<file path="src/rtl/spi_pkg.sv">
// spi_pkg: shared SPI word width, counter sizing and the transmit-queue FSM
// state encoding used by spi_tx_queue and the neighbouring SPI benches.
package spi_pkg;

  // Width of one SPI word as seen by the downstream master.
  localparam int unsigned SPI_DW = 12;

  // Timeout and gap counters both cover 0..255.
  localparam int unsigned CNT_W = 8;

  typedef logic [SPI_DW-1:0] spi_word_t;
  typedef logic [CNT_W-1:0]  spi_cnt_t;

  // Launch/handshake FSM states of the transmit queue.
  typedef enum logic [1:0] {
    ST_IDLE       = 2'd0,  // waiting for a queued word
    ST_WAIT_START = 2'd1,  // word launched, waiting for cs to fall
    ST_WAIT_END   = 2'd2,  // transfer running, waiting for cs to rise
    ST_GAP        = 2'd3   // enforced idle time between transfers
  } spi_state_e;

  // Terminal count for a counter that must span 'cycles' clock cycles,
  // counting 0 .. cycles-1. A zero-length span maps to 0 and the caller
  // is expected to bypass the counter in that case.
  function automatic spi_cnt_t cnt_last(input int unsigned cycles);
    if (cycles == 0) begin
      return '0;
    end
    return CNT_W'(cycles - 1);
  endfunction

endpackage

</file>
<file path="src/rtl/spi_tx_fifo.sv">
// spi_tx_fifo: synchronous word FIFO for the SPI transmit queue.
// Holds storage, wrapping read/write pointers and the occupancy count.
// A push is refused while full even if a pop happens on the same edge, and
// there is no bypass: a word written on edge N is readable from edge N on,
// so the consumer can pop it at edge N+1 at the earliest.
module spi_tx_fifo
  import spi_pkg::*;
#(
  parameter int unsigned DEPTH = 8
) (
  input  logic                     clk,
  input  logic                     rst,
  input  logic                     push_i,
  input  spi_word_t                wr_data_i,
  input  logic                     pop_i,
  output spi_word_t                rd_data_o,
  output logic [$clog2(DEPTH):0]   level_o,
  output logic                     full_o,
  output logic                     empty_o
);

  localparam int unsigned AW = $clog2(DEPTH);
  localparam int unsigned LW = AW + 1;

  spi_word_t        mem_q [DEPTH];
  logic [AW-1:0]    wr_ptr_q, wr_ptr_d;
  logic [AW-1:0]    rd_ptr_q, rd_ptr_d;
  logic [LW-1:0]    level_q,  level_d;
  logic             push_ok;
  logic             pop_ok;

  // Full/empty come straight from the registered level, so the ready seen
  // by the producer never depends on what the consumer does this cycle.
  assign full_o    = (level_q == LW'(DEPTH));
  assign empty_o   = (level_q == '0);
  assign push_ok   = push_i && !full_o;
  assign pop_ok    = pop_i && !empty_o;
  assign rd_data_o = mem_q[rd_ptr_q];
  assign level_o   = level_q;

  // Next-state for pointers and level; pointers wrap naturally at DEPTH.
  always_comb begin
    // NOTE: every _d starts from its _q so no path leaves it unassigned,
    // which keeps this block free of inferred latches.
    wr_ptr_d = wr_ptr_q;
    rd_ptr_d = rd_ptr_q;
    level_d  = level_q;

    if (push_ok) begin
      wr_ptr_d = wr_ptr_q + 1'b1;
    end
    if (pop_ok) begin
      rd_ptr_d = rd_ptr_q + 1'b1;
    end

    unique case ({push_ok, pop_ok})
      2'b10:   level_d = level_q + 1'b1;
      2'b01:   level_d = level_q - 1'b1;
      default: level_d = level_q;
    endcase
  end

  // Pointer and level registers with synchronous reset.
  always_ff @(posedge clk) begin
    // NOTE: sequential state uses non-blocking assignments so every register
    // updates from pre-edge values regardless of statement order.
    if (rst) begin
      wr_ptr_q <= '0;
      rd_ptr_q <= '0;
      level_q  <= '0;
    end else begin
      wr_ptr_q <= wr_ptr_d;
      rd_ptr_q <= rd_ptr_d;
      level_q  <= level_d;
    end
  end

  // Word storage, written on accepted pushes only.
  always_ff @(posedge clk) begin
    // NOTE: storage is deliberately not reset; only locations between the
    // pointers are ever read, and those were written after reset.
    if (push_ok) begin
      mem_q[wr_ptr_q] <= wr_data_i;
    end
  end

endmodule

</file>
<file path="src/rtl/spi_tx_queue.sv">
// spi_tx_queue: buffers 12-bit words from a valid/ready producer and hands
// them one at a time to a downstream SPI master. Each word is launched with a
// one-cycle newd strobe and held on din until the master has finished
// (cs low then high again) and an idle gap has elapsed. If the master never
// drops cs, the launch is abandoned after TIMEOUT cycles and err_timeout
// pulses once.
module spi_tx_queue
  import spi_pkg::*;
#(
  parameter int unsigned DEPTH      = 8,
  parameter int unsigned GAP_CYCLES = 4,
  parameter int unsigned TIMEOUT    = 15
) (
  input  logic                     clk,
  input  logic                     rst,
  input  logic                     s_valid,
  input  logic [SPI_DW-1:0]        s_data,
  output logic                     s_ready,
  input  logic                     cs,
  output logic                     newd,
  output logic [SPI_DW-1:0]        din,
  output logic [$clog2(DEPTH):0]   level,
  output logic                     busy,
  output logic                     err_timeout
);

  // Terminal counts for the WAIT_START timeout and the inter-transfer gap.
  localparam spi_cnt_t TMO_LAST = cnt_last(TIMEOUT);
  localparam spi_cnt_t GAP_LAST = cnt_last(GAP_CYCLES);

  spi_state_e  state_q;
  spi_word_t   din_q;
  logic        newd_q;
  logic        err_q;
  spi_cnt_t    tmo_cnt_q;
  spi_cnt_t    gap_cnt_q;

  spi_word_t   head;
  logic        fifo_full;
  logic        fifo_empty;
  logic        pop;

  // A word is taken from the FIFO only in IDLE, on the same edge that the
  // FSM registers it on din and raises newd.
  assign pop = (state_q == ST_IDLE) && !fifo_empty;

  spi_tx_fifo #(
    .DEPTH (DEPTH)
  ) u_fifo (
    .clk       (clk),
    .rst       (rst),
    .push_i    (s_valid),
    .wr_data_i (s_data),
    .pop_i     (pop),
    .rd_data_o (head),
    .level_o   (level),
    .full_o    (fifo_full),
    .empty_o   (fifo_empty)
  );

  assign s_ready     = !fifo_full;
  assign newd        = newd_q;
  assign din         = din_q;
  assign err_timeout = err_q;
  assign busy        = (state_q != ST_IDLE);

  // Launch/handshake FSM with its counters and registered outputs.
  always_ff @(posedge clk) begin
    if (rst) begin
      state_q   <= ST_IDLE;
      din_q     <= '0;
      newd_q    <= 1'b0;
      err_q     <= 1'b0;
      tmo_cnt_q <= '0;
      gap_cnt_q <= '0;
    end else begin
      // Strobes are single-cycle unless a state below re-asserts them.
      newd_q <= 1'b0;
      err_q  <= 1'b0;

      unique case (state_q)
        ST_IDLE: begin
          if (!fifo_empty) begin
            din_q     <= head;
            newd_q    <= 1'b1;
            tmo_cnt_q <= '0;
            state_q   <= ST_WAIT_START;
          end
        end

        ST_WAIT_START: begin
          if (!cs) begin
            tmo_cnt_q <= '0;
            state_q   <= ST_WAIT_END;
          end else if (tmo_cnt_q == TMO_LAST) begin
            // Master never started: drop the word and report it once.
            err_q     <= 1'b1;
            tmo_cnt_q <= '0;
            state_q   <= ST_IDLE;
          end else begin
            tmo_cnt_q <= tmo_cnt_q + 1'b1;
          end
        end

        ST_WAIT_END: begin
          if (cs) begin
            gap_cnt_q <= '0;
            state_q   <= (GAP_CYCLES == 0) ? ST_IDLE : ST_GAP;
          end
        end

        ST_GAP: begin
          if (gap_cnt_q == GAP_LAST) begin
            gap_cnt_q <= '0;
            state_q   <= ST_IDLE;
          end else begin
            gap_cnt_q <= gap_cnt_q + 1'b1;
          end
        end

        default: begin
          state_q <= ST_IDLE;
        end
      endcase
    end
  end

endmodule

</file>
<file path="config.mk">
export PLATFORM = sky130hd
export DESIGN_NAME = spi_tx_queue
export DESIGN_NICKNAME = d
export VERILOG_FILES = /design/src/rtl/spi_pkg.sv /design/src/rtl/spi_tx_fifo.sv /design/src/rtl/spi_tx_queue.sv
export SDC_FILE = /design/constraint.sdc
export NUM_CORES = 1
export LEC_CHECK = 0
export CAP_MARGIN = 20
export CORE_UTILIZATION = 35
export DETAILED_ROUTE_END_ITERATION = 8
export PLACE_DENSITY = 0.66
export SLEW_MARGIN = 30
export SYNTH_ARGS = -nofsm -noshare
export SYNTH_HDL_FRONTEND = slang
export SYNTH_HIERARCHICAL = 1
export SYNTH_SLANG_ARGS = --single-unit
export TNS_END_PERCENT = 50
</file>
<file path="constraint.sdc">
create_clock -name clk -period 2.8 [get_ports clk]
set_clock_uncertainty 0.1 [all_clocks]
set_input_delay 0.56 -clock clk [delete_from_list [all_inputs] [get_ports clk]]
set_output_delay 0.56 -clock clk [all_outputs]
set_load 0.005 [all_outputs]
</file>
Word level (Yosys, flattened, before mapping)
Memories as Yosys holds them, arrays and structs flattened. A register that Yosys moved wholly into a read port is not among the register bits.
Cells that the tools add are included.
{ "classes": {"reduce_logical": 17, "mux": 18, "n_eq_ne": 12, "bitwise": 4, "n_addsub": 6} }
{ "op_table": {"columns": ["cell", "n"], "rows": [
  ["$mux W8", 5],
  ["$pmux W8 S2", 2],
  ["$add A8 B1 Y8 const B", 2],
  ["$mux W2", 5],
  ["$eq A8 B2 Y1 const B", 1],
  ["$eq A8 B4 Y1 const B", 1],
  ["$pmux W2 S4", 1],
  ["$pmux W4 S2", 1],
  ["$reduce_bool A2 Y1", 4],
  ["$add A3 B1 Y3 const B", 2],
  ["$eq A2 B2 Y1 const B", 3],
  ["$ne A2 B2 Y1 const B", 3],
  ["$reduce_and A2 Y1", 3],
  ["$add A4 B1 Y4 const B", 1],
  ["$eq A2 B1 Y1 const B", 2],
  ["$eq A4 B4 Y1 const B", 1],
  ["$logic_not A4 Y1", 1],
  ["$mux W1", 4],
  ["$not A1 Y1", 4],
  ["$reduce_and A4 Y1", 1],
  ["$sub A4 B1 Y4 const B", 1],
  ["$logic_and A1 B1 Y1", 3],
  ["$ne A3 B3 Y1 const B", 1],
  ["$reduce_or A3 Y1", 1],
  ["3 further kinds", 4]
]} }
{ "totals": {"mem_count": 1, "reg_bits": 30, "output_inout_bits": 20, "wordCells": 66, "input_bits": 16, "mem_bits_rw": 96} }
{ "memory_table": {"columns": ["memory", "depth", "width", "read_ports", "rd_clocked_by_memory_dff", "write_ports", "line", "source"], "rows": [
  ["u_fifo.mem_q", 8, 12, 1, 1, 1, "spi_tx_fifo.sv:25", "spi_word_t mem_q [DEPTH];"]
]} }

Logic depth before layout (Yosys ltp)
Gate-level depths: netlist of run 1.
{ "logic_depth": {"word_depth": 6, "depth_mapped": 14, "ltp_nobuf": 11} }

Cells and area by module
Netlist of run 1, hierarchy kept.
{ "modules_own_cells": {"columns": ["module", "n_inst", "seq_area_each_um2", "area_each_um2", "cells_each"], "rows": [
  ["spi_tx_fifo", 1, 3143.0, 4357.9, 213],
  ["spi_tx_queue", 1, 640.6, 1496.4, 163]
]} }

Worst setup path before layout of run 1
Ideal clock, no wire load.
{ "synth_timing": {"path_kind": "register to register", "from": "register u_fifo.level_q[0] (netlist: u_fifo/level_o[0])", "to": "register u_fifo.level_q[2] (netlist: u_fifo/level_o[2])", "arrival_ps": 2563, "slack_ps": 68, "period_less_slack_ps": 2732, "t_required_ps": 2630, "path_buffers": 2, "setup_ps": 70, "path_stages_with_launch": 14, "path_cell_list": "dfxtp_1 nor4_1 or3_1 buf_6 inv_6 buf_12 o41a_1 ha_1 xor2_1 ha_1 a21oi_1 xor2_1 or3_1 a21oi_1"} }
{ "synth_via": {"elab_chain_cells": 6, "elab_cells_between_ends": 13, "classes_between": "add/sub (2); eq/ne (3); mux (1); reduce/logical (7)"} }
{ "synth_lines": {"columns": ["item", "line", "source"], "rows": [
  ["from (decl)", "spi_tx_fifo.sv:28", "logic [LW-1:0] level_q, level_d;"],
  ["from (signal assigned)", "spi_tx_fifo.sv:74", "level_q <= level_d;"],
  ["$logic_not A4 Y1 (*)", "spi_tx_fifo.sv:35", "assign empty_o = (level_q == '0);"],
  ["named net fifo_empty", "spi_tx_queue.sv:40", "logic fifo_empty;"],
  ["$logic_not A1 Y1 (*)", "spi_tx_queue.sv:45", "assign pop = (state_q == ST_IDLE) && !fifo_empty;"],
  ["$logic_and A1 B1 Y1 (*)", "spi_tx_queue.sv:45", null],
  ["named net pop", "spi_tx_queue.sv:41", "logic pop;"],
  ["$logic_and A1 B1 Y1 (*)", "spi_tx_fifo.sv:37", "assign pop_ok = pop_i && !empty_o;"],
  ["named net u_fifo.pop_ok", "spi_tx_fifo.sv:30", "logic pop_ok;"],
  ["$eq A2 B1 Y1 or $eq A2 B2 Y1 (tied branches)", "spi_tx_fifo.sv:56", "unique case ({push_ok, pop_ok})"],
  ["$pmux W4 S2 or $reduce_bool A2 Y1 (tied branches)", null, null]
]} }
The timed path passes the listed nets; every way through them passes the cells marked *.
A chain may end at the register's enable or synchronous reset.

Final worst setup path of run 1
{ "layout_timing": {"from": "register u_fifo.level_q[2] (netlist: u_fifo/level_o[2])", "to": "register u_fifo.level_q[2] (netlist: u_fifo/level_o[2])"} }
{ "layout_via": {"elab_chain_cells": 6, "elab_cells_between_ends": 13, "classes_between": "add/sub (2); eq/ne (3); mux (1); reduce/logical (7)"} }
{ "layout_lines": {"columns": ["item", "line"], "rows": [
  ["$logic_not A4 Y1", "spi_tx_fifo.sv:35"],
  ["$logic_not A1 Y1", "spi_tx_fifo.sv:37, spi_tx_queue.sv:45"],
  ["$logic_and A1 B1 Y1", "spi_tx_queue.sv:45"],
  ["$logic_and A1 B1 Y1", "spi_tx_fifo.sv:37"],
  ["$eq A2 B1 Y1 or $eq A2 B2 Y1 (tied branches)", "spi_tx_fifo.sv:56"],
  ["$pmux W4 S2 or $reduce_bool A2 Y1 (tied branches)", null]
]} }
Parallel ways exist; a longest one is shown, timed or not.

==> key figures, run 1 <==
Power and ir drop
  • Pwr dens: 892 nW/um2
  • Maximum VDD drop: 0.465 mV
  • Lkg Pwr: 2.37 nW
  • Total power: 6.35 mW

STA
  • Fin crit share: 93.7%
  • RSZ-0062 raised after global routing: false
  • Max-slew violation count: 0
  • Setup TNS: 0 ns
  • Final setup viols: 0
  • Fmax achieved: 0.381 GHz
  • Fin crit period: 2.62 ns
  • Least-Margin Pin Slew: 0.687 ns
  • Max transition margin: 54.1%
  • Final-report hold violation count: 0

Clock network
  • Clock insertion delay at the later pin of the skew report: 0.42 ns
  • Clock buffer depth: 2
  • H-tree depth: 4
  • Worst-path clk slew: 0.06 ns
  • Post-CTS Repair Setup Buffers: 0
  • CTS root buffer: clkbuf_16
  • Clock sink total: 141
  • TritonCTS clock tree: built
  • CTS Buf Count: 17

Layout
  • Register area: 3780 um2
  • Post-route insts no fill: 662
  • Core Util, Final: 44.2%
  • # fillers: 1,428
  • Multi-input gate area: 1910 um2
  • Final nets: 457
  • # diodes: 0
  • Layout cells sized above 1: 24.7%
  • Area grow syn2layout: 21.6%

Routing
  • Vias post-DR: 3,236
  • Avg Vias per Cell: 4.89
  • Routed wire length: 10.6 mm
  • 1st-iter DRT viols: 171
  • DRC viols: 0
  • Routed WL per cell: 16.1 um
  • Final ANT Viol Nets: 0
  • First-pass DRT Iterations: 4

Synthesis
  • Register area share after synthesis: 64.6%
  • Syn_nets: 400
  • Post-synth EDFFs: 96
  • Syn. warnings: 6
  • Post-Synthesis Cells: 376
  • Synth cell types: 56
  • Post-synthesis register bit count: 141
  • Async S/R FF share, synth: 0%
  • Synth Cell Area: 5850 um2
  • Top_reg_cell synth: edfxtp_1
  • Syn_area_per_cell: 15.6 um2

Global routing
  • First-pass GRT wire length: 17.2 mm
  • Grt total ovfl: 0
  • Initial antenna violation count: 0
  • Overall global routing resource usage: 13.4%
  • Pin count of the biggest net entering global routing: 33
  • Vias in the first global route: 3,322

Worst setup path
  • CP Data Required Time: 3.05 ns
  • Reg2reg path depth: 10
  • CP Class: reg -> reg
  • Crit path capture type: flop
  • WP data arrival: 2.88 ns
  • Worst-path fanout max: 8
  • CP startpoint kind: flop

Floorplan
  • Row count: 46
  • Initial Utilization: 36.3%
  • Core Footprint: 16,100 um2
  • Die Y: 131 um
  • Die W: 131 um
  • I/O Pins: 36
  • Total die area: 17,200 um2

Placed design
  • IO buf count: 35
  • Dpl cells: 630
  • HPWL after DPL: 6.83 mm
  • Final Wtd Congestion: 0.752

Job
  • Maxcap violations: 0

Hold path
  • Worst hold stages: 2
  • Worst Hold Class: reg -> reg

Run status
  • Status: finished, final reports clean
==> worst paths after layout <==
kind	startpoint	end	slack, ns
max	u_fifo/level_o[2]$_SDFFE_PP0P_	u_fifo/level_o[2]$_SDFFE_PP0P_	0.18
min	din[11]$_SDFFE_PP0P_	din[11]$_SDFFE_PP0P_	0.35
max reg2reg	u_fifo/level_o[2]$_SDFFE_PP0P_	u_fifo/level_o[2]$_SDFFE_PP0P_	0.18
min reg2reg	din[11]$_SDFFE_PP0P_	din[11]$_SDFFE_PP0P_	0.35
==> metrics by stage <==
step                hold WS (ns)  setup slack (ns)  area [um2]
global route               0.385            0.0283        7120
detailed placement         0.349             0.103        6500
floorplan                  0.353            0.0675        5850
global placement           0.353             0.131        6500
finish                     0.353             0.177        7120
CTS                        0.357            0.0420        7110
==> cells in the mapped netlist, types with 8 or more instances <==
master | n | area share (%)
a21oi_1 | 10 | 0.85
a21oi_2 | 10 | 1.5
dfxtp_1 | 45 | 15
edfxtp_1 | 96 | 49
ha_1 | 8 | 1.7
mux2_2 | 13 | 2.5
mux4_1 | 9 | 4.0
mux4_2 | 15 | 5.8
nand2_1 | 32 | 2.1
nor2_1 | 28 | 1.8
xnor2_1 | 8 | 1.2
xor2_1 | 10 | 1.5
==> placed cells by master (no fill, tap or decap), types with 4 or more instances in the layout <==
cell and count:
a21oi_1 10, a21oi_2 10, buf_4 22, clkbuf_16 17, clkdlybuf4s50_1 34, dfxtp_1 45, edfxtp_1 96, ha_1 8
mux2_2 13, mux4_1 9, mux4_2 15, nand2_1 32, nand2b_1 4, nand3_1 5, nand4_1 4, nor2_1 28
nor3_1 6, nor4_2 4, o21ai_0 4, xnor2_1 8, xor2_1 10
==> final cells by class <==
type                    instances  share of cell area [%]
clock inverters                15                    2.64
clock buffers                  17                    5.98
repair buffers                 57                    7.28
inverters                       4                   0.281
multi-input cells             212                    26.9
flip-flops and latches        141                    53.2
well taps                     216                    3.80
==> per-layer routing <==
| layer | up-vias | routed length [um] | global-route usage [%] |
|---|---|---|---|
| met1 | 1618 | 4670 | 15.3 |
| met2 | 62 | 5270 | 22.3 |
| met5 | - | 0 | 0 |
| met4 | 0 | 191 | 5.81 |
| met3 | 15 | 506 | 5.13 |
| li1 | 1541 | - | - |
==> worst max-delay path, cell delays in order, from the launching register on <==
cell,delay (ns)
dfxtp_1,0.32
buf_4,0.16
or4b_4,0.61
nand2_8,0.11
ha_1,0.26
xor2_1,0.18
ha_1,0.17
a21oi_1,0.05
xor2_1,0.14
or3_1,0.30
a21oi_1,0.14
==> flip-flops by register name, summed over array words and instances (netlist names), named ones only <==
signal	flops
din	12
err_timeout	1
gap_cnt_q	8
newd	1
state_q	1
tmo_cnt_q	8
u_fifo/level_o	4
u_fifo/mem_q	96
u_fifo/rd_ptr_q	3
u_fifo/wr_ptr_q	3
==> repair_timing <==
| action | in CTS | in global routing |
|---|---|---|
| hold buffers | 0 | 0 |
| gates resized for setup | 0 | 2 |
| endpoints found under the setup margin | 0 | 2 |
==> power by group <==
group          internal, mW  switching, mW
logic                 0.736          0.759
registers              2.45         0.0999
clock network          1.42          0.886
==> kinds of logic (layout without fill, tap and decap cells) <==
logic type               Yosys count  after routing  share of synthesized area, %
multiplexers                      40             40                          12.8
buffers and inverters             23             93                          2.99
AND/OR/NAND/NOR                  110            110                          10.4
flip-flops                       141            141                          64.6
AO/OA/AOI/OAI                     35             35                          4.45
XOR/XNOR                          19             19                          2.97
adder cells (fa/ha/maj)            8              8                          1.71
No activity file was read; power rests on OpenSTA's default activity.
==> run 2: changes to the inputs <==
--- a/config.mk
+++ b/config.mk
@@ -9,6 +9,7 @@
 export CORE_UTILIZATION = 35
 export DETAILED_ROUTE_END_ITERATION = 8
 export PLACE_DENSITY = 0.66
+export SETUP_SLACK_MARGIN = 0.02
 export SLEW_MARGIN = 30
 export SYNTH_ARGS = -nofsm -noshare
 export SYNTH_HDL_FRONTEND = slang
==> results of run 2 <==
Same layout as run 1: the final DEF is identical, and so are final timing and power.
==> run 3: changes to the inputs <==
--- a/config.mk
+++ b/config.mk
@@ -6,6 +6,7 @@
 export NUM_CORES = 1
 export LEC_CHECK = 0
 export CAP_MARGIN = 20
+export CORE_MARGIN = 2
 export CORE_UTILIZATION = 35
 export DETAILED_ROUTE_END_ITERATION = 8
 export PLACE_DENSITY = 0.66
==> key figures, run 3 (synthesized netlist as in run 1, its figures left out) <==
Floorplan
  • Row count: 47 (+2.2%)
  • Die W: 133 um (+1.5%)
  • Die Y: 133 um (+1.5%)
  • I/O Pins: 36 (unchanged)
  • Initial Utilization: 35.6% (-0.77 points)
  • Core Footprint: 16,500 um2 (+2.2%)
  • Total die area: 17,800 um2 (+3.1%)

Clock network
  • CTS Buf Count: 17 (unchanged)
  • Post-CTS Hold Fix Bufs: 0 (unchanged)
  • CTS root buffer: clkbuf_16
  • Clock buffer depth: 2 (unchanged)
  • Clock sink total: 141 (unchanged)
  • H-tree depth: 4 (unchanged)
  • Clock insertion delay at the later pin of the skew report: 0.42 ns (about the same)
  • Worst-path clk slew: 0.06 ns (about the same)
  • TritonCTS clock tree: built

Routing
  • Met3 WL: 389 um (-23%)
  • Avg Vias per Cell: 4.89 (+0.14%)
  • Routed wire length: 10.9 mm (+2.2%)
  • Final ANT Viol Nets: 0 (unchanged)
  • DRC viols: 0 (unchanged)
  • 1st-iter DRT viols: 145 (-15%)
  • Vias post-DR: 3,260 (+0.74%)
  • Top Metal Used: met4
  • First-pass DRT Iterations: 4 (unchanged)
  • WL met2: 5.53 mm (+4.9%)
  • Routed WL per cell: 16.3 um (+1.6%)
  • Metal-1 WL: 4.72 mm (+1.1%)

STA
  • RSZ-0062 raised after global routing: false
  • Final-report hold violation count: 0 (unchanged)
  • Fin crit period: 2.70 ns (+0.0805 ns)
  • Max transition margin: 54.9% (+0.79 points)
  • Final setup viols: 0 (unchanged)
  • Max-slew violation count: 0 (unchanged)
  • Setup TNS: 0 ns (unchanged)
  • Fin crit share: 96.6% (+2.9 points)
  • Fmax achieved: 0.370 GHz (-3.0%)
  • Least-Margin Pin Slew: 0.676 ns (-0.0113 ns)
  • WHS: 0.369 ns (+0.0159 ns)

Global routing
  • Overall global routing resource usage: 13.0% (-0.44 points)
  • First-pass GRT wire length: 17.2 mm (+0.24%)
  • Grt total ovfl: 0 (unchanged)
  • Pin count of the biggest net entering global routing: 33 (unchanged)
  • Initial antenna violation count: 0 (unchanged)
  • Vias in the first global route: 3,257 (-2.0%)

Placed design
  • Final Wtd Congestion: 0.746 (-0.72%)
  • IO buf count: 35 (unchanged)
  • HPWL after DPL: 6.86 mm (+0.39%)

Power and ir drop
  • Pwr dens: 884 nW/um2 (-0.86%)
  • Maximum VDD drop: 0.449 mV (-3.4%)
  • Lkg Pwr: 2.35 nW (-1.1%)

Worst setup path
  • Most frequent CP cell: inv_1
  • WP buf/inv: 4 (+3)
  • WP data arrival: 2.04 ns (-0.84 ns)
  • Critical-path cell list: buf_4 > or4b_4 > inv_1 > inv_1 > clkdlybuf4s50_1
  • Slowest-stage cell, CP: or4b_4
  • Crit path capture type: output port
  • CP Class: reg -> out
  • Family with the most delay on the worst path: buffers and inverters
  • CP Data Required Time: 2.14 ns (-0.91 ns)
  • Max stage delay on crit path: 0.61 ns (about the same)
  • CP startpoint kind: flop
  • Worst-path fanout max: 8 (unchanged)

Layout
  • Layout cells sized above 1: 24.4% (-0.22 points)
  • Largest reg by FF count: u_fifo/mem_q
  • Area grow syn2layout: 21.1%
  • Number of flip-flops in the largest register: 96 (unchanged)
  • Final nets: 457 (unchanged)
  • Most common cell after layout, fill and taps aside: edfxtp_1
  • # diodes: 0 (unchanged)
  • Commonest non-fill, non-tap cells in the layout: 96 x edfxtp_1, 45 x dfxtp_1, 35 x clkdlybuf4s50_1
  • # fillers: 1,484 (+3.9%)

Job
  • Maxcap violations: 0 (unchanged)

Run status
  • Status: finished, final reports clean

Hold path
  • Worst Hold Class: reg -> reg
[run 3: cell count changes in the layout (fill, tap and decap cells not counted), moves of 2 or more]
cell      previous run  this run
clkinv_2             2         0
inv_8                3         0
inv_6                2         5
clkinv_4             3         5
[run 3: final timing paths]
path	cells past startpoint	slack (ns)	to	start
worst max-delay path	5	0.1	s_ready	u_fifo/level_o[1]$_SDFFE_PP0P_
worst min-delay path	2	0.37	din[2]$_SDFFE_PP0P_	din[2]$_SDFFE_PP0P_
worst max register to register	10	0.23	u_fifo/level_o[2]$_SDFFE_PP0P_	u_fifo/level_o[1]$_SDFFE_PP0P_
worst min register to register	2	0.37	din[2]$_SDFFE_PP0P_	din[2]$_SDFFE_PP0P_
[run 3: timing repair]
action	CTS	global route
setup buffers	0	1
setup endpoints to repair	0	2
gates resized for setup	0	1
[run 3: power breakdown]
part           internal [mW]  switching, mW
clock network           1.33          0.893
registers               2.45          0.111
logic                  0.733          0.753
[run 3: through the flow]
stage | instance area [um2] | setup WS (ns) | std cells | util, % | power (mW)
4_1_cts | 7080 | 0.0626 | 665 | 43.0 | 6.33
2_1_floorplan | 5850 | 0.0675 | 376 | - | 3.64
5_1_grt | 7090 | 0.0286 | 666 | 43.1 | 6.57
3_5_place_dp | 6490 | 0.0960 | 633 | 39.4 | 4.09
6_report | 7090 | 0.0960 | 666 | 43.1 | 6.27
3_3_place_gp | 6490 | 0.136 | 633 | 39.4 | 4.05
[run 3: layout make-up]
cell class                 count  area [um2]  share of cell area, %
clock inverter                14         161                   2.28
tap                          220         275                   3.88
sequential                   141        3780                   53.4
inverter                       4        20.0                  0.282
multi-input combinational    212        1900                   26.9
clock buffer                  18         429                   6.05
timing repair buffer          57         515                   7.27
[run 3: worst min-delay path, stage by stage, from the launching register on]
cell and delay [ns]:
dfxtp_1 0.31, nand2_1 0.07, a21oi_2 0.05
[run 3: metal layers]
| metal | global-route usage [%] | up-vias |
|---|---|---|
| met1 | 16.0 | 1642 |
| met2 | 21.2 | 60 |
| li1 | - | 1542 |
| met3 | 3.42 | 16 |
| met5 | 0 | - |
| met4 | 6.26 | 0 |
